==> config.mk <==
export PLATFORM = sky130hd
export DESIGN_NAME = sram_controller
export DESIGN_NICKNAME = d
export VERILOG_FILES = /design/src/rtl/sram_controller.sv
export SDC_FILE = /design/constraint.sdc
export NUM_CORES = 1
export LEC_CHECK = 0
export CORE_ASPECT_RATIO = 0.5
export CORE_MARGIN = 2
export CORE_UTILIZATION = 47
export DETAILED_ROUTE_END_ITERATION = 7
export GPL_ROUTABILITY_DRIVEN = 0
export PLACE_DENSITY = 0.8
export REMOVE_ABC_BUFFERS = 1
export SKIP_CTS_REPAIR_TIMING = 1
export SLEW_MARGIN = 10
export SYNTH_ARGS = -nofsm -noshare
export SYNTH_HDL_FRONTEND = slang
export SYNTH_SLANG_ARGS = --single-unit
==> constraint.sdc <==
create_clock -name clk -period 2.6 [get_ports clk]
set_input_delay 0.52 -clock clk [delete_from_list [all_inputs] [get_ports clk]]
set_output_delay 0.52 -clock clk [all_outputs]
set_load 0.03 [all_outputs]
==> src/rtl/sram_controller.sv <==
// Sequences 32-bit load/store requests onto a 16-bit asynchronous SRAM as two
// half-word accesses, each lasting WAIT_CYCLES clocks, and stalls the pipeline meanwhile.
module sram_controller #(
  parameter int WAIT_CYCLES = 4,
  parameter int BASE_ADDR   = 1024
) (
  input  logic        clk,
  input  logic        rst,
  input  logic        rdEn,
  input  logic        wrEn,
  input  logic [31:0] address,
  input  logic [31:0] writeData,
  output logic [31:0] readData,
  output logic        ready,
  output logic [17:0] sramAddr,
  output logic [15:0] sramDqOut,
  input  logic [15:0] sramDqIn,
  output logic        sramDqOe,
  output logic        sramWeN
);

  typedef enum logic [2:0] {IDLE, RD_LO, RD_HI, WR_LO, WR_HI, DONE} state_t;

  localparam logic [3:0]  LAST     = 4'(WAIT_CYCLES - 1);
  localparam logic [3:0]  PRE_LAST = 4'(WAIT_CYCLES - 2);
  localparam logic        WE_FIRST = (WAIT_CYCLES == 1);
  localparam logic [31:0] BASE     = 32'(BASE_ADDR);

  state_t      state;
  logic [3:0]  cnt;
  logic [16:0] word;
  logic [15:0] wdata_hi;
  logic [15:0] lo_q;
  logic [31:0] off;
  logic        last;
  logic        unused_bits;

  assign off         = address - BASE;
  assign unused_bits = ^{off[31:19], off[1:0]};
  assign last        = (cnt == LAST);
  assign ready       = (state == DONE) || (state == IDLE && !rdEn && !wrEn);

  // Outputs are registered, so each transition loads the pin values for the
  // first cycle of the state being entered; WE rises one cycle before a write phase ends.
  always_ff @(posedge clk) begin
    if (!rst) begin
      state     <= IDLE;
      cnt       <= '0;
      word      <= '0;
      wdata_hi  <= '0;
      lo_q      <= '0;
      readData  <= '0;
      sramAddr  <= '0;
      sramDqOut <= '0;
      sramDqOe  <= 1'b0;
      sramWeN   <= 1'b1;
    end else begin
      case (state)
        IDLE: begin
          cnt <= '0;
          if (wrEn) begin
            word      <= off[18:2];
            wdata_hi  <= writeData[31:16];
            sramAddr  <= {off[18:2], 1'b0};
            sramDqOut <= writeData[15:0];
            sramDqOe  <= 1'b1;
            sramWeN   <= WE_FIRST;
            state     <= WR_LO;
          end else if (rdEn) begin
            word     <= off[18:2];
            sramAddr <= {off[18:2], 1'b0};
            state    <= RD_LO;
          end
        end
        RD_LO: begin
          if (last) begin
            lo_q     <= sramDqIn;
            cnt      <= '0;
            sramAddr <= {word, 1'b1};
            state    <= RD_HI;
          end else begin
            cnt <= cnt + 4'd1;
          end
        end
        RD_HI: begin
          if (last) begin
            readData <= {sramDqIn, lo_q};
            cnt      <= '0;
            state    <= DONE;
          end else begin
            cnt <= cnt + 4'd1;
          end
        end
        WR_LO: begin
          if (last) begin
            cnt       <= '0;
            sramAddr  <= {word, 1'b1};
            sramDqOut <= wdata_hi;
            sramWeN   <= WE_FIRST;
            state     <= WR_HI;
          end else begin
            cnt     <= cnt + 4'd1;
            sramWeN <= (cnt == PRE_LAST);
          end
        end
        WR_HI: begin
          if (last) begin
            cnt      <= '0;
            sramDqOe <= 1'b0;
            sramWeN  <= 1'b1;
            state    <= DONE;
          end else begin
            cnt     <= cnt + 4'd1;
            sramWeN <= (cnt == PRE_LAST);
          end
        end
        DONE: begin
          state <= IDLE;
        end
        default: begin
          state    <= IDLE;
          sramDqOe <= 1'b0;
          sramWeN  <= 1'b1;
        end
      endcase
    end
  end

endmodule

# After elaboration in Yosys (flattened, before gate mapping)

Cells that the tools add are included.

Bits in registers: 124
Bits in latches: 0
Memory bits (writable): 0
ROM bits: 0
Input bits: 84
Output and inout bits: 69
Logic and storage cells: 76
Memories: 0

Add/subtract/negate cells: 2
Multiply operators: 0
Div/mod/pow operators: 0
Magnitude comparators: 0
Equality and inequality tests: 14
Shifts and indexed selects: 0
Mux-type cells: 24
Bitwise logic cells: 2
Reductions and logical operators: 24

Operators by type and width:

| cell                   | count |
|---|---|
| $mux 18                | 3 |
| $pmux 18 s2            | 1 |
| $mux 17                | 2 |
| $mux 16                | 2 |
| $pmux 16 s2            | 1 |
| $sub 19x11->19 const B | 1 |
| $mux 3                 | 5 |
| $pmux 3 s4             | 1 |
| $reduce_and 2->1       | 5 |
| $reduce_and 3->1       | 3 |
| $eq 4x2->1 const B     | 2 |
| $ne 2x2->1 const B     | 4 |
| $pmux 4 s2             | 1 |
| $reduce_bool 2->1      | 4 |
| $reduce_or 4->1        | 2 |
| $eq 3x2->1 const B     | 2 |
| $eq 3x3->1 const B     | 2 |
| $mux 1                 | 5 |
| $add 4x1->4 const B    | 1 |
| $mux 4                 | 1 |
| $ne 2x1->1 const B     | 2 |
| $pmux 1 s4             | 1 |
| $reduce_and 4->1       | 1 |
| $reduce_or 2->1        | 2 |
| other kinds (9)        | 12 |

# Depth between registers and ports, before layout

Gate-level depths: netlist (run 1).

Depth after elaboration: 4
Mapped depth: 8
Depth with buffers taken out: 6

# Worst setup path before layout (run 1)

OpenSTA, ideal clock, no wires.

Path kind: reg-to-reg
From: register cnt[1]
To: register readData[15]
Setup time: 132 ps
Arrival: 1778 ps
Data required time: 2468 ps
Setup slack: 689 ps
Cell stages (with the launch flop): 9
Buffers on the path: 3
Clock period less this slack: 1911 ps
Path through: dfxtp_1 ha_1 or3b_1 buf_6 or3_1 buf_2 buf_6 nand2_1 a21oi_1

Cells in the longest elaborated chain, start to end: 2

Ends and longest elaborated chain:

| item                              | RTL line | source |
|---|---|---|
| from (decl)                       | 30       | `logic [3:0] cnt;` |
| from (signal assigned)            | 82       | `cnt <= cnt + 4'd1;` |
| from (signal assigned)            | 91       | `cnt <= cnt + 4'd1;` |
| from (signal assigned)            | 102      | `cnt <= cnt + 4'd1;` |
| $eq 4x2->1                        | 40       | `assign last = (cnt == LAST);` |
| $reduce_and 2->1 (no source line) | n/a      |  |
| to (signal assigned)              | 87       | `readData <= {sramDqIn, lo_q};` |
| to (decl)                         | 13       | `output logic [31:0] readData,` |

Every way passes these cells.
A chain may end at the register's enable or synchronous reset.

# Final worst setup path (run 1)

From: register cnt[1]
To: register sramDqOut[9]

Cells in the longest elaborated chain, start to end: 3

Ends and longest elaborated chain:

| item                              | RTL line | source |
|---|---|---|
| $eq 4x2->1                        | 40       |  |
| $ne 2x2->1 (no source line)       | n/a      |  |
| $reduce_and 3->1 (no source line) | n/a      |  |
| to (signal assigned)              | 65       | `sramDqOut <= writeData[15:0];` |
| to (signal assigned)              | 98       | `sramDqOut <= wdata_hi;` |
| to (decl)                         | 16       | `output logic [15:0] sramDqOut,` |

Every way passes these cells.

==> results of run 1 <==
==> per-stage QoR <==
stage	setup TNS [ns]	hold WS, ns	power (mW)	std cells
global placement	0	0.436	2.88	866
global route	0	0.457	5.31	896
finish	0	0.445	5.12	896
floorplan	-20.85	0.432	2.54	567
detailed placement	0	0.444	2.90	866
CTS	0	0.447	5.15	896
==> worst max-delay path: stages (launching register included) <==
cell      delay, ns
dfxtp_1        0.38
ha_1           0.29
or3b_1         0.44
o21ai_4        0.79
nor2_1         0.13
a211oi_2       0.24
==> flip-flops by register name, summed over array words and instances, names as in the netlist <==
signal,cells
readData,32
state,3
sramAddr,18
cnt,4
wdata_hi,16
lo_q,16
sramDqOe,1
sramWeN,1
word,17
sramDqOut,16
==> power breakdown <==
| part | internal, mW | leakage (nW) | switching (mW) |
|---|---|---|---|
| logic | 0.349 | 1.33 | 0.438 |
| registers | 2.01 | 1.01 | 0.0688 |
| clock network | 1.44 | 0.279 | 0.813 |
| total | 3.80 | 2.62 | 1.32 |
==> cell type report <==
cell class	instances	area, um2	area share
tap	140	175	0.0245
multi-input combinational	437	2350	0.329
inverter	6	23.8	0.00333
sequential	124	2480	0.348
clock buffer	22	464	0.0650
clock inverter	8	93.8	0.0131
timing repair buffer	159	1550	0.217
==> logic make-up (layout without fill, tap and decap cells) <==
kind of cell | count (synthesis) | in the layout
XOR/XNOR | 8 | 8
buffers and inverters | 52 | 195
multiplexers | 18 | 18
adder cells (fa/ha/maj) | 3 | 3
AO/OA/AOI/OAI | 150 | 150
AND/OR/NAND/NOR | 258 | 258
flip-flops | 124 | 124
==> layer usage <==
metal,part of all wire,GRT usage,up-vias
met5,0,0,-
met4,0.016,0.0981,0
met3,0.051,0.0576,19
met2,0.50,0.400,113
met1,0.43,0.271,2172
li1,-,-,2351
==> worst paths after layout <==
check             startpoint           end  depth (start not counted)
hold / removal       lo_q[4]   readData[4]                          2
hold reg to reg      lo_q[4]   readData[4]                          2
setup reg to reg      cnt[1]  sramDqOut[9]                          5
setup / recovery      cnt[1]  sramDqOut[9]                          5
==> placed cells by master, fill, tap and decap left out, types with 3 or more instances in the layout <==
cell type and count:
nand2_1 174, clkdlybuf4s50_1 136, dfxtp_1 124, a21oi_1 88, nor2_1 45, buf_4 22
mux2i_1 18, clkbuf_16 17, a211oi_2 14, o21ai_0 12, nand3_1 11, a211oi_1 8
a311oi_1 8, clkinv_2 6, o211ai_1 6, inv_1 5, nor3_1 5, xnor2_1 5
or3_1 3, xor2_1 3, o221ai_1 3, a211o_1 3, ha_1 3, clkbuf_1 3
==> results.md, run 1 <==
* Post-Place Cell Area at 6580 um2
* Setup Skew at 0.0141 ns
* Initial antenna violation count at 0
* Final hold violation count at 0
* Total power per unit cell area at 718 nW/um2
* DRT iter0 DRCs at 252
* Post-synthesis sequential area ratio at 0.487
* P_leak at 2.62 nW
* Count of cell types in the netlist at 47
* Layout cells sized above 1 at 0.0926
* Setup violators final at 0
* Syn Area/Cell at 8.31 um2
* Most used flip-flop cell after synthesis: dfxtp_1
* WL final at 13,000 um
* Vias in the first global route at 4,612
* Vias after detailed routing at 4,655
* Clock buffer depth at 2
* Post-Syn Area at 5090 um2
* Layout Utilization at 0.688
* HPWL after detailed placement at 8440 um
* Largest family of logic cells by synthesized area: simple AND/OR/NAND/NOR gates
* Final slew viol count at 0
* Post-route clock period utilization at 0.908
* CP Launch Type: flip-flop
* Relative slew margins at 0.333
* Mean routed wirelength per cell at 14.5 um
* Routed Antenna Nets at 0
* Synth Area in XOR/XNOR at 0.0138
* Die height at 77.6 um
* Max-Cap Viols at 0
* Data required time of the worst path at 2.92 ns
* Core area at 10,400 um2
* FP Rows at 26
* Fmax at 423 MHz
* ANT cells at 0
* EDFF count, synth at 0
* R2R setup slack at 0.24 ns
* Root buf cell: clkbuf_16
* DRC errors left at 0
* Seq cells post-synth at 124
* Synth top cells by count: nand2_1 (174), dfxtp_1 (124), a21oi_1 (88)
* Area Growth Syn to Fin at 40.1%
* Worst-path fanout max at 32
* Io pins at 153
* Chip Width at 151 um
* Gate Count Post-Synth at 613
* CTS tree: built
* Setup ws final at 0.238 ns
* Synth warnings at 0
* Largest net degree at the start of global routing at 78
* Setup WS pre-CTS at 0.235 ns
* Top cells by area in the synthesized netlist: dfxtp_1 (49%), nand2_1 (13%), a21oi_1 (8.6%), mux2i_1 (3.5%), a211oi_2 (3.4%)
* Synth top area share at 0.487
* Most frequent cell after synthesis: nand2_1
* Layout net count at 832
* First-pass GRT wire length at 21,500 um
* Crit end category: flip-flop
* Final Cell Area at 7140 um2
* Worst-Skew Late Latency at 0.41 ns
* Cts bufs inserted at 17
* RSZ-0062 raised after global routing: false
* Peak supply drop at 0.462 mV
* Ys async rst share at 0
* GRT Total Usage at 0.231
* Worst-margin pin slew at 0.997 ns
* Adder-Cell Fraction of Synth Area at 0.00737
* Starting density of the core at 0.491
* Clk sinks at 124
* Pre-antenna DRT Iters at 5
* CTS H-tree lvls at 4
* Area leader, netlist: dfxtp_1
* Vias/cell at 5.20
* Critical Setup Path Class: reg -> reg
* Crit path arrival time at 2.68 ns
* Status: finished, final reports clean
* DIE AREA at 11,700 um2
* Compound-Gate Fraction of Synth Area at 0.193
* Grt ovf at 0
* # fillers at 861
* Post-Synth Simple-Gate Area at 0.211
* Fin crit period at 2.36 ns
* Port Buf Inserts at 137
* Worst Hold Class: reg -> reg
* Clock-pin slew on the worst setup and hold paths at 0.06 ns
* Mux share of post-synthesis cell area at 0.0354
Note: power is estimated with default switching activity, not from simulation.
==> run 2: changes to the inputs <==
--- a/config.mk
+++ b/config.mk
@@ -13,6 +13,7 @@
 export PLACE_DENSITY = 0.8
 export REMOVE_ABC_BUFFERS = 1
 export SKIP_CTS_REPAIR_TIMING = 1
+export SKIP_LAST_GASP = 1
 export SLEW_MARGIN = 10
 export SYNTH_ARGS = -nofsm -noshare
 export SYNTH_HDL_FRONTEND = slang
==> results of run 2 <==
No change in the layout: final DEF, timing and power equal those of run 1.
==> run 3: changes to the inputs <==
--- a/config.mk
+++ b/config.mk
@@ -13,8 +13,7 @@
 export PLACE_DENSITY = 0.8
 export REMOVE_ABC_BUFFERS = 1
 export SKIP_CTS_REPAIR_TIMING = 1
-export SKIP_LAST_GASP = 1
-export SLEW_MARGIN = 10
+export SLEW_MARGIN = 0
 export SYNTH_ARGS = -nofsm -noshare
 export SYNTH_HDL_FRONTEND = slang
 export SYNTH_SLANG_ARGS = --single-unit
==> results of run 3 <==
No change in the layout: final DEF, timing and power equal those of run 1.
